File: config.mk
export PLATFORM = sky130hd
export DESIGN_NAME = mem_arbiter
export DESIGN_NICKNAME = d
export VERILOG_FILES = /design/src/rtl/mem_arbiter.sv
export SDC_FILE = /design/constraint.sdc
export NUM_CORES = 1
export LEC_CHECK = 0
export CORE_MARGIN = 5
export CORE_UTILIZATION = 50
export DETAILED_ROUTE_END_ITERATION = 8
export GPL_TIMING_DRIVEN = 0
export PLACE_DENSITY = 0.79
export SLEW_MARGIN = 20
export SYNTH_ARGS = -nofsm -noshare
export SYNTH_HDL_FRONTEND = slang
export SYNTH_SLANG_ARGS = --single-unit
File: constraint.sdc
create_clock -name clk_in -period 3.65 [get_ports clk_in]
set_clock_uncertainty 0.1 [all_clocks]
set_input_delay 0.5475 -clock clk_in [delete_from_list [all_inputs] [get_ports clk_in]]
set_output_delay 0.5475 -clock clk_in [all_outputs]
set_load 0.03 [all_outputs]
File: src/rtl/mem_arbiter.sv
// mem_arbiter
//   Owns the byte-wide RAM/IO port and shares it between the ROB (stores),
//   the load buffer and instruction fetch, in that priority order. Each
//   request is turned into 1, 2 or 4 byte transfers. Read bytes are
//   assembled and extended, and the granted requester gets a one-cycle
//   finish pulse.
//
// Ports
//   clk_in, rst_in        clock, synchronous active-high reset
//   rdy_in                chip ready; low freezes every register
//   flush_in              misprediction flush (aborts reads, blocks read grants)
//   io_buffer_full_in     UART buffer full; stalls IO-space writes
//   mem_din_in            RAM read byte
//   mem_dout_out/mem_a_out/mem_wr_out   RAM write byte, byte address, write enable
//   if_*                  fetch request/address, finish pulse, fetched word
//   lb_*                  load request/address/type, finish pulse, extended data
//   rob_*                 store request/address/data/type, ready, finish pulse

`ifndef INST_TYPE_WIDTH
`define INST_TYPE_WIDTH 6
`endif
`ifndef LB
`define LB  6'd1
`endif
`ifndef LH
`define LH  6'd2
`endif
`ifndef LW
`define LW  6'd3
`endif
`ifndef LBU
`define LBU 6'd4
`endif
`ifndef LHU
`define LHU 6'd5
`endif
`ifndef SB
`define SB  6'd6
`endif
`ifndef SH
`define SH  6'd7
`endif
`ifndef SW
`define SW  6'd8
`endif

module mem_arbiter #(
    parameter int unsigned ADDR_W     = 32,
    parameter logic [1:0]  IO_HI_BITS = 2'b11
) (
    input  logic                        clk_in,
    input  logic                        rst_in,
    input  logic                        rdy_in,
    input  logic                        flush_in,
    input  logic                        io_buffer_full_in,
    input  logic [7:0]                  mem_din_in,
    output logic [7:0]                  mem_dout_out,
    output logic [ADDR_W-1:0]           mem_a_out,
    output logic                        mem_wr_out,
    input  logic                        if_en_in,
    input  logic [ADDR_W-1:0]           if_pc_in,
    output logic                        if_finish_out,
    output logic [31:0]                 if_inst_out,
    input  logic                        lb_en_in,
    input  logic [ADDR_W-1:0]           lb_addr_in,
    input  logic [`INST_TYPE_WIDTH-1:0] lb_type_in,
    output logic                        lb_finish_out,
    output logic [31:0]                 lb_data_out,
    input  logic                        rob_en_in,
    input  logic [ADDR_W-1:0]           rob_addr_in,
    input  logic [31:0]                 rob_wdata_in,
    input  logic [`INST_TYPE_WIDTH-1:0] rob_type_in,
    output logic                        rob_rdy_out,
    output logic                        rob_finish_out
);

    typedef enum logic [1:0] {
        S_IDLE  = 2'd0,
        S_READ  = 2'd1,
        S_WRITE = 2'd2
    } state_e;

    function automatic logic [2:0] load_bytes(input logic [`INST_TYPE_WIDTH-1:0] t);
        case (t)
            `LB, `LBU: load_bytes = 3'd1;
            `LH, `LHU: load_bytes = 3'd2;
            default:   load_bytes = 3'd4;
        endcase
    endfunction

    function automatic logic [2:0] store_bytes(input logic [`INST_TYPE_WIDTH-1:0] t);
        case (t)
            `SB:     store_bytes = 3'd1;
            `SH:     store_bytes = 3'd2;
            default: store_bytes = 3'd4;
        endcase
    endfunction

    function automatic logic io_hit(input logic [ADDR_W-1:0] a);
        io_hit = (a[17:16] == IO_HI_BITS);
    endfunction

    // Transaction context latched at the grant edge
    state_e              state_q,    state_d;
    logic [2:0]          cnt_q,      cnt_d;
    logic [ADDR_W-1:0]   addr_q,     addr_d;
    logic [31:0]         wdata_q,    wdata_d;
    logic [2:0]          nbytes_q,   nbytes_d;
    logic                sext_q,     sext_d;
    logic                rd_lb_q,    rd_lb_d;    // 1: load owns the read, 0: fetch
    logic [31:0]         buf_q,      buf_d;      // read bytes assembled so far

    // Registered outputs
    logic [ADDR_W-1:0]   mem_a_q,    mem_a_d;
    logic [7:0]          mem_dout_q, mem_dout_d;
    logic                mem_wr_q,   mem_wr_d;
    logic                if_fin_q,   if_fin_d;
    logic [31:0]         if_inst_q,  if_inst_d;
    logic                lb_fin_q,   lb_fin_d;
    logic [31:0]         lb_data_q,  lb_data_d;
    logic                rob_fin_q,  rob_fin_d;

    logic [2:0]          cnt_nx;
    logic [31:0]         merged;
    logic [31:0]         extended;
    logic [7:0]          wbyte_nx;

    assign cnt_nx = cnt_q + 3'd1;

    // READ: counter value c means the byte addressed at edge c-2 is on
    // mem_din_in now (one cycle of RAM latency plus the output register).
    always_comb begin
        merged = buf_q;
        case (cnt_q)
            3'd2:    merged[7:0]   = mem_din_in;
            3'd3:    merged[15:8]  = mem_din_in;
            3'd4:    merged[23:16] = mem_din_in;
            3'd5:    merged[31:24] = mem_din_in;
            default: merged        = buf_q;
        endcase
    end

    always_comb begin
        case (nbytes_q)
            3'd1:    extended = sext_q ? {{24{merged[7]}},  merged[7:0]}
                                       : {24'h0, merged[7:0]};
            3'd2:    extended = sext_q ? {{16{merged[15]}}, merged[15:0]}
                                       : {16'h0, merged[15:0]};
            default: extended = merged;
        endcase
    end

    always_comb begin
        case (cnt_nx)
            3'd1:    wbyte_nx = wdata_q[15:8];
            3'd2:    wbyte_nx = wdata_q[23:16];
            3'd3:    wbyte_nx = wdata_q[31:24];
            default: wbyte_nx = wdata_q[7:0];
        endcase
    end

    always_comb begin
        state_d    = state_q;
        cnt_d      = cnt_q;
        addr_d     = addr_q;
        wdata_d    = wdata_q;
        nbytes_d   = nbytes_q;
        sext_d     = sext_q;
        rd_lb_d    = rd_lb_q;
        buf_d      = buf_q;
        mem_a_d    = mem_a_q;
        mem_dout_d = mem_dout_q;
        mem_wr_d   = mem_wr_q;
        if_inst_d  = if_inst_q;
        lb_data_d  = lb_data_q;
        if_fin_d   = 1'b0;
        lb_fin_d   = 1'b0;
        rob_fin_d  = 1'b0;

        unique case (state_q)
            S_IDLE: begin
                mem_wr_d = 1'b0;
                // A store is committed and is never held back by flush.
                if (rob_en_in) begin
                    state_d    = S_WRITE;
                    cnt_d      = 3'd0;
                    addr_d     = rob_addr_in;
                    wdata_d    = rob_wdata_in;
                    nbytes_d   = store_bytes(rob_type_in);
                    mem_a_d    = rob_addr_in;
                    mem_dout_d = rob_wdata_in[7:0];
                    mem_wr_d   = !(io_hit(rob_addr_in) && io_buffer_full_in);
                end else if (!flush_in && lb_en_in) begin
                    state_d  = S_READ;
                    cnt_d    = 3'd1;
                    addr_d   = lb_addr_in;
                    nbytes_d = load_bytes(lb_type_in);
                    sext_d   = (lb_type_in == `LB) || (lb_type_in == `LH);
                    rd_lb_d  = 1'b1;
                    buf_d    = 32'h0;
                    mem_a_d  = lb_addr_in;
                end else if (!flush_in && if_en_in) begin
                    state_d  = S_READ;
                    cnt_d    = 3'd1;
                    addr_d   = if_pc_in;
                    nbytes_d = 3'd4;
                    sext_d   = 1'b0;
                    rd_lb_d  = 1'b0;
                    buf_d    = 32'h0;
                    mem_a_d  = if_pc_in;
                end
            end

            S_READ: begin
                mem_wr_d = 1'b0;
                if (flush_in) begin
                    state_d = S_IDLE;
                    cnt_d   = 3'd0;
                end else begin
                    if (cnt_q < nbytes_q)
                        mem_a_d = addr_q + ADDR_W'(cnt_q);
                    buf_d = merged;
                    if (cnt_q == nbytes_q + 3'd1) begin
                        state_d = S_IDLE;
                        cnt_d   = 3'd0;
                        if (rd_lb_q) begin
                            lb_fin_d  = 1'b1;
                            lb_data_d = extended;
                        end else begin
                            if_fin_d  = 1'b1;
                            if_inst_d = merged;
                        end
                    end else begin
                        cnt_d = cnt_nx;
                    end
                end
            end

            S_WRITE: begin
                // mem_wr_q high means byte cnt_q was written this cycle;
                // low means the IO stall held it, so present it again.
                if (mem_wr_q) begin
                    if (cnt_nx == nbytes_q) begin
                        state_d   = S_IDLE;
                        cnt_d     = 3'd0;
                        mem_wr_d  = 1'b0;
                        rob_fin_d = 1'b1;
                    end else begin
                        cnt_d      = cnt_nx;
                        mem_a_d    = addr_q + ADDR_W'(cnt_nx);
                        mem_dout_d = wbyte_nx;
                        mem_wr_d   = !(io_hit(addr_q) && io_buffer_full_in);
                    end
                end else begin
                    mem_wr_d = !(io_hit(addr_q) && io_buffer_full_in);
                end
            end

            default: begin
                state_d  = S_IDLE;
                cnt_d    = 3'd0;
                mem_wr_d = 1'b0;
            end
        endcase
    end

    always_ff @(posedge clk_in) begin
        if (rst_in) begin
            state_q    <= S_IDLE;
            cnt_q      <= 3'd0;
            addr_q     <= '0;
            wdata_q    <= 32'h0;
            nbytes_q   <= 3'd0;
            sext_q     <= 1'b0;
            rd_lb_q    <= 1'b0;
            buf_q      <= 32'h0;
            mem_a_q    <= '0;
            mem_dout_q <= 8'h0;
            mem_wr_q   <= 1'b0;
            if_fin_q   <= 1'b0;
            if_inst_q  <= 32'h0;
            lb_fin_q   <= 1'b0;
            lb_data_q  <= 32'h0;
            rob_fin_q  <= 1'b0;
        end else if (rdy_in) begin
            state_q    <= state_d;
            cnt_q      <= cnt_d;
            addr_q     <= addr_d;
            wdata_q    <= wdata_d;
            nbytes_q   <= nbytes_d;
            sext_q     <= sext_d;
            rd_lb_q    <= rd_lb_d;
            buf_q      <= buf_d;
            mem_a_q    <= mem_a_d;
            mem_dout_q <= mem_dout_d;
            mem_wr_q   <= mem_wr_d;
            if_fin_q   <= if_fin_d;
            if_inst_q  <= if_inst_d;
            lb_fin_q   <= lb_fin_d;
            lb_data_q  <= lb_data_d;
            rob_fin_q  <= rob_fin_d;
        end
    end

    assign mem_a_out      = mem_a_q;
    assign mem_dout_out   = mem_dout_q;
    assign mem_wr_out     = mem_wr_q;
    assign if_finish_out  = if_fin_q;
    assign if_inst_out    = if_inst_q;
    assign lb_finish_out  = lb_fin_q;
    assign lb_data_out    = lb_data_q;
    assign rob_finish_out = rob_fin_q;
    assign rob_rdy_out    = (state_q == S_IDLE) && !(if_fin_q || lb_fin_q || rob_fin_q);

endmodule

==> results.yml, run 1 <==
setup_path:
  crit_end_category: "flop"
  worst_r2r_startpoint: "cnt_q[2]"
  path_cells: "buf_2 > inv_1 > ha_1 > a21oi_1 > ha_1 > o21ai_0 > nor2_2 > clkbuf_2 > nand4_1 > xor2_1 > o21ai_0 > a22o_1"
  slowest_stage: "sky130_fd_sc_hd__ha_1"
  crit_path_max_incr_delay_ns: 0.45
  worst-setup-path-type: "reg -> reg"
  cp-startpoint: "cnt_q[2]"
  worstPathArrival_ns: 3.90
  worstSetupStartpointType: "flop"
  critPathRequiredTime_ns: 4.01
  worst-path-max-fanout: 12
  rr_worst_depth: 12
  r2r_setup_slack_ns: 0.12
  worst_r2r_endpoint: "mem_a_out[25]"
die:
  floorplan.core_area_sq_mm: 0.02036
  initial_utilization: 0.5106
  design.die.area_sq_mm: 0.02378
  io_pins: 265
  placement_rows: 52
  die_y_um: 154.2
  die_width_um: 154.2
detailed_routing:
  post-route-drc-count: 0
  post_drt_wl_per_cell_um: 18.77
  dr.first_iter.drc_count: 822
  wl_um: 34670
  first_pass_iters: 5
  num_vias: 10490
  detail_route.vias_per_cell: 5.677
  antenna_violating_nets_post_route: 0
placement:
  gp_congestion: 0.9512
  postPlaceCellArea_sq_mm: 0.01335
  portBuffers: 261
  detailedPlacementHpwl_um: 26200
synth:
  synthCells: 1278
  synth_largest_type_area_fraction: 0.4120
  postSynthRegisterBits: 214
  syn_nets: 1454
  yosysUniqueCellTypes: 65
  cell_taking_the_most_area_after_synthesis: "sky130_fd_sc_hd__dfxtp_1"
  ys_async_sr_fraction: 0
  synth-warning-count: 0
  leading_cell_types_by_count_after_synthesis: "sky130_fd_sc_hd__nand2_1 (236), sky130_fd_sc_hd__dfxtp_1 (214), sky130_fd_sc_hd__nor2_1 (136)"
  post_synth_instance_area_sq_mm: 0.01040
  count_leader_synth: "sky130_fd_sc_hd__nand2_1"
  ys_dominant_reg_cell: "sky130_fd_sc_hd__dfxtp_1"
  post_synthesis_sequential_area_ratio: 0.4120
  synth_enable_flop_cells: 0
  postSynthAreaPerCell_sq_um: 8.136
  post_synth_main_area_contributors: "sky130_fd_sc_hd__dfxtp_1 (41%), sky130_fd_sc_hd__nand2_1 (8.5%), sky130_fd_sc_hd__mux2i_1 (7.1%)"
clocking:
  hold_buffers: 0
  clkSlewWorstSetupHoldPaths_ns: 0.06
  tritoncts_sinks: 214
  numCtsBuffers: 23
  cts_tree: "built"
  clk_root_buffer_cell: "sky130_fd_sc_hd__clkbuf_16"
  post-cts-setup-buffers: 0
  worstSkewPairLatency_ns: 0.52
  clock_tree.htree_level_count: 1
  cts.path.max_buffers: 3
grt:
  grt_remaining_overflow: 0
  grt_usage: 0.2766
  global_route_wire_length_before_repair_um: 53900
  antenna_found_initial: 4
  first_global_vias: 10040
  grt_max_degree: 14
hold_path:
  min_delay_worst_endpoint: "mem_wr_out"
  holdPathStages: 2
  hold_path_startpoint: "rdy_in"
  hold_class: "in -> reg"
power:
  worst_ir_drop_vdd_v: 0.0003655
  leakagePower_uw: 0.004963
  p_per_area_mw_per_mm2: 430.2
timing:
  finalMaxSlewViolations: 0
  final.setup.tns_ns: 0
  hold_viol: 0
  period_needed_ns: 3.534
  max-slew-margin-rel: 0.3137
  worst_slew_pin_slew_ns: 1.029
  finalCritPeriodShare: 0.9681
  fmax_mhz: 283.0
  setup_violations: 0
  rsz0062_at_grt: "no"
finish:
  final_layout_size_suffix_gt1_frac: 0.06036
  layout-area-overhead-vs-synth_pct: 35.97
  finished_cell_area_sq_mm: 0.01414
  fin_nets: 1737
status:
  outcome: "complete, no violations"
flow_run:
  cap_violations: 0
sequential cells by signal, indices dropped and copies added (netlist names), 2 cells and up:
register / cells
if_inst_out: 32
nbytes_q: 3
addr_q: 32
buf_q: 32
cnt_q: 3
wdata_q: 32
state_q: 2
mem_dout_out: 8
lb_data_out: 32
mem_a_out: 32
metal layers:
metal	vias to the layer above	GRT usage	wire, um
met5	-	0	27
met4	4	0.07906	802
met3	66	0.04918	2725
met2	453	0.4565	16310
met1	4917	0.3733	14810
li1	5045	-	-
placed cells by master (no fill, tap or decap), drive strengths merged, types with 4 or more instances in the layout:
master / netlist / final
nor2b: 17 / 17
xor2: 23 / 23
nand3: 21 / 21
nand4: 19 / 19
nand2: 236 / 236
a211oi: 61 / 61
a222oi: 8 / 8
nor2: 137 / 137
nand2b: 6 / 6
clkdlybuf4s50: 0 / 261
o211ai: 7 / 7
a21oi: 130 / 130
a211o: 8 / 8
ha: 19 / 19
and4: 4 / 4
nor3: 10 / 10
o21ai: 51 / 51
nor3b: 4 / 4
clkbuf: 67 / 96
a22oi: 9 / 9
a22o: 8 / 8
inv: 17 / 20
and3: 6 / 6
mux2: 14 / 14
xnor2: 11 / 11
nor4: 5 / 5
mux2i: 74 / 74
nand3b: 4 / 4
buf: 32 / 31
dfxtp: 214 / 214
or3: 9 / 9
worst max-delay path by stage:
stage / depth (start not counted) / slack [ns] / end
after floorplan: 15 / 0.32 / mem_a_out[22]
after global placement: 15 / -0.58 / mem_a_out[16]
after detailed placement: 15 / -0.65 / mem_a_out[16]
after CTS: 12 / 0.01 / mem_a_out[27]
after global routing: 11 / 0.02 / mem_a_out[27]
final: 12 / 0.12 / mem_a_out[25]
where the power goes:
part	internal [uW]	total (uW)	switching, uW	leakage, uW
logic	481	1180	700	0.00285
clock network	1400	2370	971	0.000374
registers	2450	2530	81.7	0.00174
total	4330	6080	1750	0.00496
worst max-delay path, delay by kind of cell, from the launching register on:
| family | cells | cell delay (ns) |
|---|---|---|
| flip-flops | 1 | 0.33 |
| buffers and inverters | 3 | 0.57 |
| XOR/XNOR | 1 | 0.17 |
| adder cells (fa/ha/maj) | 2 | 0.77 |
| AO/OA/AOI/OAI | 4 | 1.10 |
| AND/OR/NAND/NOR | 2 | 0.43 |
repair_timing:
action | in CTS | in global routing
pin swaps | 0 | 0
setup endpoints to repair | 22 | 15
resized for setup | 9 | 7
cloned | 0 | 0
through the flow:
step           worst slack (ns)    util  power (uW)  cells  hold slack [ns]
6_report                 0.1165  0.6942        6082   1847           0.2770
5_1_grt                 0.01676  0.6941        6291   1846           0.2938
4_1_cts                 0.01228  0.6934        6074   1846           0.2640
3_5_place_dp            -0.6494  0.6554        3733   1809           0.3421
3_3_place_gp            -0.5784  0.6554        3717   1809           0.3347
2_1_floorplan            0.3191       -        3209   1278           0.3285
final cells by class:
class                           instances  area [sq um]
Antenna cell                            3         7.507
Buffer                                 96         421.7
Fill cell                            1705          6227
Multi-Input combinational cell        947          5648
Clock buffer                           31         655.6
Timing Repair Buffer                  261          2613
Tap cell                              270         337.8
Sequential cell                       214          4284
Clock inverter                          7         102.6
Inverter                               18         67.56
kinds of logic after synthesis:
group | share of synthesized area
and+or+nand+nor | 0.2058
AOI/OAI and AO/OA | 0.1922
DFF | 0.4120
buffers and inverters | 0.04789
muxes | 0.08640
xor gates and xnor gates | 0.03093
adders and majority gates | 0.02479
(Power assumes the default switching activity.)
==> inputs of run 2 (changes only) <==
- MAX_ROUTING_LAYER: default -> met4
==> results.yml, run 2 (synthesis gave the netlist of run 1 again) <==
status:
  outcome: "complete, no violations"
finish:
  layout_common_cells: "sky130_fd_sc_hd__clkdlybuf4s50_1 (261), sky130_fd_sc_hd__nand2_1 (236), sky130_fd_sc_hd__dfxtp_1 (214)"
  multi_input_comb_area_sq_mm: 0.005639
  fin_nets: 1738
  finish.utilization: 0.6946
  final-seq-area_sq_mm: 0.004284
  layoutNonFillerInstCount: 1850
  final_layout_size_suffix_gt1_frac: 0.06028
  layout-area-overhead-vs-synth_pct: 36.05
  num-fill-cells: 1733
  final_common_cell: "sky130_fd_sc_hd__clkdlybuf4s50_1"
placement:
  gp_congestion: 0.9624
  portBuffers: 261
  placed_cell_count: 1809
  detailedPlacementHpwl_um: 26590
  dpl_worst_slack_ns: -0.6907
die:
  placement_rows: 52
  floorplan.core_area_sq_mm: 0.02036
  io_pins: 265
  design.die.area_sq_mm: 0.02378
  die_width_um: 154.2
  initial_utilization: 0.5106
  die_y_um: 154.2
clocking:
  tritoncts_sinks: 214
  worstSkewPairLatency_ns: 0.51
  hold_buffers: 0
  clk_root_buffer_cell: "sky130_fd_sc_hd__clkbuf_16"
  numCtsBuffers: 23
  clock_tree.htree_level_count: 1
  clkSlewWorstSetupHoldPaths_ns: 0.06
  cts_tree: "built"
  cts.path.max_buffers: 3
hold_path:
  holdPathStages: 2
  hold_class: "in -> reg"
setup_path:
  worstPathArrival_ns: 3.89
  r2r_setup_slack_ns: 0.12
  worst-path-max-fanout: 12
  worstSetupStartpointType: "flop"
  rr_worst_depth: 11
  crit_end_category: "flop"
  worst-setup-path-type: "reg -> reg"
  critPathRequiredTime_ns: 4.01
timing:
  rsz0062_at_grt: "no"
  hold_viol: 0
  finalMaxSlewViolations: 0
  period_needed_ns: 3.533
  fmax_mhz: 283.1
  finalCritPeriodShare: 0.9679
  final.hold.worst_slack_ns: 0.2822
  postLayoutSetupSlackWorst_ns: 0.1172
  max-slew-margin-rel: 0.3812
  setup_violations: 0
  worst_slew_pin_slew_ns: 0.9204
grt:
  antenna_found_initial: 4
  grt_usage: 0.2838
  grt_max_degree: 14
  grt_remaining_overflow: 0
  global_route_wire_length_before_repair_um: 53900
  first_global_vias: 9964
detailed_routing:
  post_drt_wl_per_cell_um: 18.75
  first_pass_iters: 5
  wl_um: 34690
  dr.first_iter.drc_count: 853
  post-route-drc-count: 0
  detail_route.vias_per_cell: 5.706
  antenna_violating_nets_post_route: 0
  num_vias: 10560
power:
  p_per_area_mw_per_mm2: 427.9
  leakagePower_uw: 0.004973
  worst_ir_drop_vdd_v: 0.0002941
flow_run:
  cap_violations: 0
==> run 2: stage by stage <==
step / area, sq um / power, uW / TNS [ns]
after CTS: 14120 / 6045 / 0
final: 14150 / 6053 / 0
after global routing: 14150 / 6274 / 0
after global placement: 13350 / 3716 / -6.754
after floorplan: 10400 / 3209 / 0
after detailed placement: 13350 / 3734 / -8.142
==> run 2: cell type report <==
class / count / share of cell area
Multi-Input combinational cell: 947 / 0.3986
Sequential cell: 214 / 0.3028
Timing Repair Buffer: 261 / 0.1847
Clock buffer: 34 / 0.04997
Buffer: 97 / 0.03051
Tap cell: 270 / 0.02388
Inverter: 18 / 0.004776
Clock inverter: 5 / 0.003980
Antenna cell: 4 / 0.0007076
==> run 2: final timing paths <==
check / start / to
max: cnt_q[0] / mem_a_out[25]
min: rdy_in / mem_wr_out
max reg2reg: cnt_q[0] / mem_a_out[25]
min reg2reg: buf_q[13] / buf_q[13]
==> run 2: routing by layer <==
| layer | wire (um) | up-vias | global-route usage |
|---|---|---|---|
| met5 | 0 | - | - |
| met3 | 3005 | 65 | 0.04973 |
| li1 | - | 5048 | - |
| met2 | 16150 | 465 | 0.4572 |
| met1 | 14640 | 4979 | 0.3720 |
| met4 | 898 | 0 | 0.07401 |
==> run 2: where the power goes <==
group          internal (uW)  switching, uW  total, uW
clock                   1400            937       2340
combinational            481            703       1180
sequential              2450           82.3       2530
==> run 2: critical path, stage by stage, from the launching register on <==
cell,delay [ns]
sky130_fd_sc_hd__dfxtp_1,0.38
sky130_fd_sc_hd__ha_1,0.23
sky130_fd_sc_hd__ha_1,0.43
sky130_fd_sc_hd__a21oi_1,0.30
sky130_fd_sc_hd__ha_1,0.31
sky130_fd_sc_hd__o21ai_0,0.18
sky130_fd_sc_hd__nor2_1,0.33
sky130_fd_sc_hd__clkbuf_2,0.33
sky130_fd_sc_hd__nand4_1,0.15
sky130_fd_sc_hd__xor2_1,0.18
sky130_fd_sc_hd__o21ai_0,0.37
sky130_fd_sc_hd__a22o_1,0.19
==> run 2: timing repair <==
| action | 4_1_cts | 5_1_grt |
|---|---|---|
| endpoints found under the setup margin | 21 | 12 |
| pin swaps | 0 | 0 |
| resized for setup | 8 | 6 |
| buffers inserted | 0 | 0 |
==> inputs of run 3 (changes only) <==
- CTS_CLUSTER_DIAMETER: default -> 30
==> results.yml, run 3 (synthesis gave the netlist of run 1 again) <==
placement:
  postPlaceCellArea_sq_mm: 0.01335
  portBuffers: 261
  detailedPlacementHpwl_um: 26590
  placed_cell_count: 1809
  gp_congestion: 0.9624
timing:
  worst_slew_pin_slew_ns: 0.9836
  final.setup.tns_ns: 0
  max-slew-margin-rel: 0.3387
  final.hold.worst_slack_ns: 0.2856
  setup_violations: 0
  hold_viol: 0
  finalMaxSlewViolations: 0
  period_needed_ns: 3.558
  fmax_mhz: 281.1
  finalCritPeriodShare: 0.9747
detailed_routing:
  wire_length_the_detailed_router_placed_on_met1_um: 14900
  post_drt_wl_per_cell_um: 19.07
  detail_route.vias_per_cell: 5.726
  num_vias: 10790
  first_pass_iters: 7
  dr.first_iter.drc_count: 905
  antenna_violating_nets_post_route: 0
  routed-wl-met2_um: 16840
  wl_um: 35930
  post-route-drc-count: 0
  top_layer: "met4"
  routed-wl-met3_um: 3162
setup_path:
  worst-setup-path-type: "reg -> reg"
  r2r_setup_slack_ns: 0.09
  worst_r2r_endpoint: "mem_a_out[25]"
  worstPathArrival_ns: 3.91
  worst-path-max-fanout: 12
  worstSetupStartpointType: "flop"
  worst_r2r_startpoint: "cnt_q[0]"
  crit_path_max_incr_delay_ns: 0.43
  critical_path.most_common_cell: "sky130_fd_sc_hd__ha_1"
  path_cells: "ha_1 > ha_1 > a21oi_1 > ha_1 > o21ai_0 > nor2_1 > clkbuf_2 > nand4_1 > xor2_1 > o21ai_0 > a22o_1"
  timing.critical_path.max_delay_family: "compound AO/OA/AOI/OAI gates"
  slowest_stage: "sky130_fd_sc_hd__ha_1"
  crit_end_category: "flop"
  cp_buf_inv_count: 1
  critPathRequiredTime_ns: 4.00
  rr_worst_depth: 11
  cp-startpoint: "cnt_q[0]"
die:
  placement_rows: 52
  die_y_um: 154.2
  initial_utilization: 0.5106
  design.die.area_sq_mm: 0.02378
  die_width_um: 154.2
  floorplan.core_area_sq_mm: 0.02036
  io_pins: 265
clocking:
  clk_root_buffer_cell: "sky130_fd_sc_hd__clkbuf_16"
  clock_tree.htree_level_count: 2
  clkSlewWorstSetupHoldPaths_ns: 0.05
  numCtsBuffers: 41
  cts_tree: "built"
  hold_buffers: 0
  tritoncts_sinks: 214
  cts.path.max_buffers: 3
  worstSkewPairLatency_ns: 0.52
power:
  seq_power_share: 0.331
  leakagePower_uw: 0.005291
  finalPower_uw: 7662
  switching_share: 0.2700
  worst_ir_drop_vdd_v: 0.0004180
  power.switching_uw: 2069
  internal_power_uw: 5593
  combinationalPowerShare: 0.155
  power.clock.fraction: 0.514
  p_per_area_mw_per_mm2: 516.6
finish:
  layout-area-overhead-vs-synth_pct: 42.64
  layout_common_cells: "sky130_fd_sc_hd__clkdlybuf4s50_1 (261), sky130_fd_sc_hd__nand2_1 (236), sky130_fd_sc_hd__dfxtp_1 (214)"
  final_common_cell: "sky130_fd_sc_hd__clkdlybuf4s50_1"
  finished_cell_area_sq_mm: 0.01483
  layoutNonFillerInstCount: 1884
  fin_nets: 1756
  final_layout_size_suffix_gt1_frac: 0.08070
  num-fill-cells: 1640
grt:
  first_global_vias: 10330
  grt_max_degree: 13
  global_route_wire_length_before_repair_um: 55750
  grt_usage: 0.2956
  grt_remaining_overflow: 0
  antenna_found_initial: 3
hold_path:
  hold_path_startpoint: "rdy_in"
  hold_class: "in -> reg"
  min_delay_worst_endpoint: "mem_wr_out"
  holdPathStages: 2
status:
  outcome: "complete, no violations"
flow_run:
  cap_violations: 0
run 3: changes by cell type in the layout (fill, tap and decap cells not counted), moves of 4 or more:
cell / before / now
sky130_fd_sc_hd__clkinv_2: 2 / 6
sky130_fd_sc_hd__clkbuf_8: 9 / 5
sky130_fd_sc_hd__clkinvlp_4: 1 / 7
sky130_fd_sc_hd__bufinv_16: 1 / 7
sky130_fd_sc_hd__clkbuf_16: 23 / 41
run 3: metrics by stage:
stage            util  worst slack (ns)
6_report       0.7283           0.09222
5_1_grt        0.7283         -0.001494
4_1_cts        0.7270           0.04498
3_5_place_dp   0.6554           -0.6907
3_3_place_gp   0.6554           -0.6246
2_1_floorplan       -            0.3191
run 3: final cells by class:
class | count | area, sq um | share of cell area
Multi-Input combinational cell | 947 | 5637 | 0.3801
Sequential cell | 214 | 4284 | 0.2889
Timing Repair Buffer | 261 | 2613 | 0.1762
Clock buffer | 47 | 1099 | 0.07407
Buffer | 97 | 431.7 | 0.02911
Clock inverter | 27 | 354.1 | 0.02388
Tap cell | 270 | 337.8 | 0.02278
Inverter | 18 | 67.56 | 0.004556
Antenna cell | 3 | 7.507 | 0.0005062
run 3: power groups by stage:
stage	combinational, uW	sequential, uW	clock, uW
global placement	1140	2570	0
global route	1270	2550	4090
floorplan	537	2670	0
finish	1190	2540	3940
detailed placement	1160	2580	0
CTS	1170	2530	3950
run 3: worst max-delay path by stage:
| stage | end | slack (ns) | cells after the start |
|---|---|---|---|
| 2_1_floorplan | mem_a_out[22] | 0.32 | 15 |
| 3_3_place_gp | mem_a_out[16] | -0.62 | 15 |
| 3_5_place_dp | mem_a_out[16] | -0.69 | 15 |
| 4_1_cts | mem_a_out[18] | 0.04 | 13 |
| 5_1_grt | mem_a_out[18] | -0.001 | 13 |
| 6_report | mem_a_out[25] | 0.09 | 11 |
run 3: timing repair:
item	CTS	global route
resized for setup	8	4
buffers inserted	0	0
setup endpoints to repair	21	8
run 3: layer usage:
layer  vias up  global-route usage
met4         0             0.09672
met3        75             0.05225
met5         -                   -
li1       5102                   -
met1      5083              0.3794
met2       527              0.4755
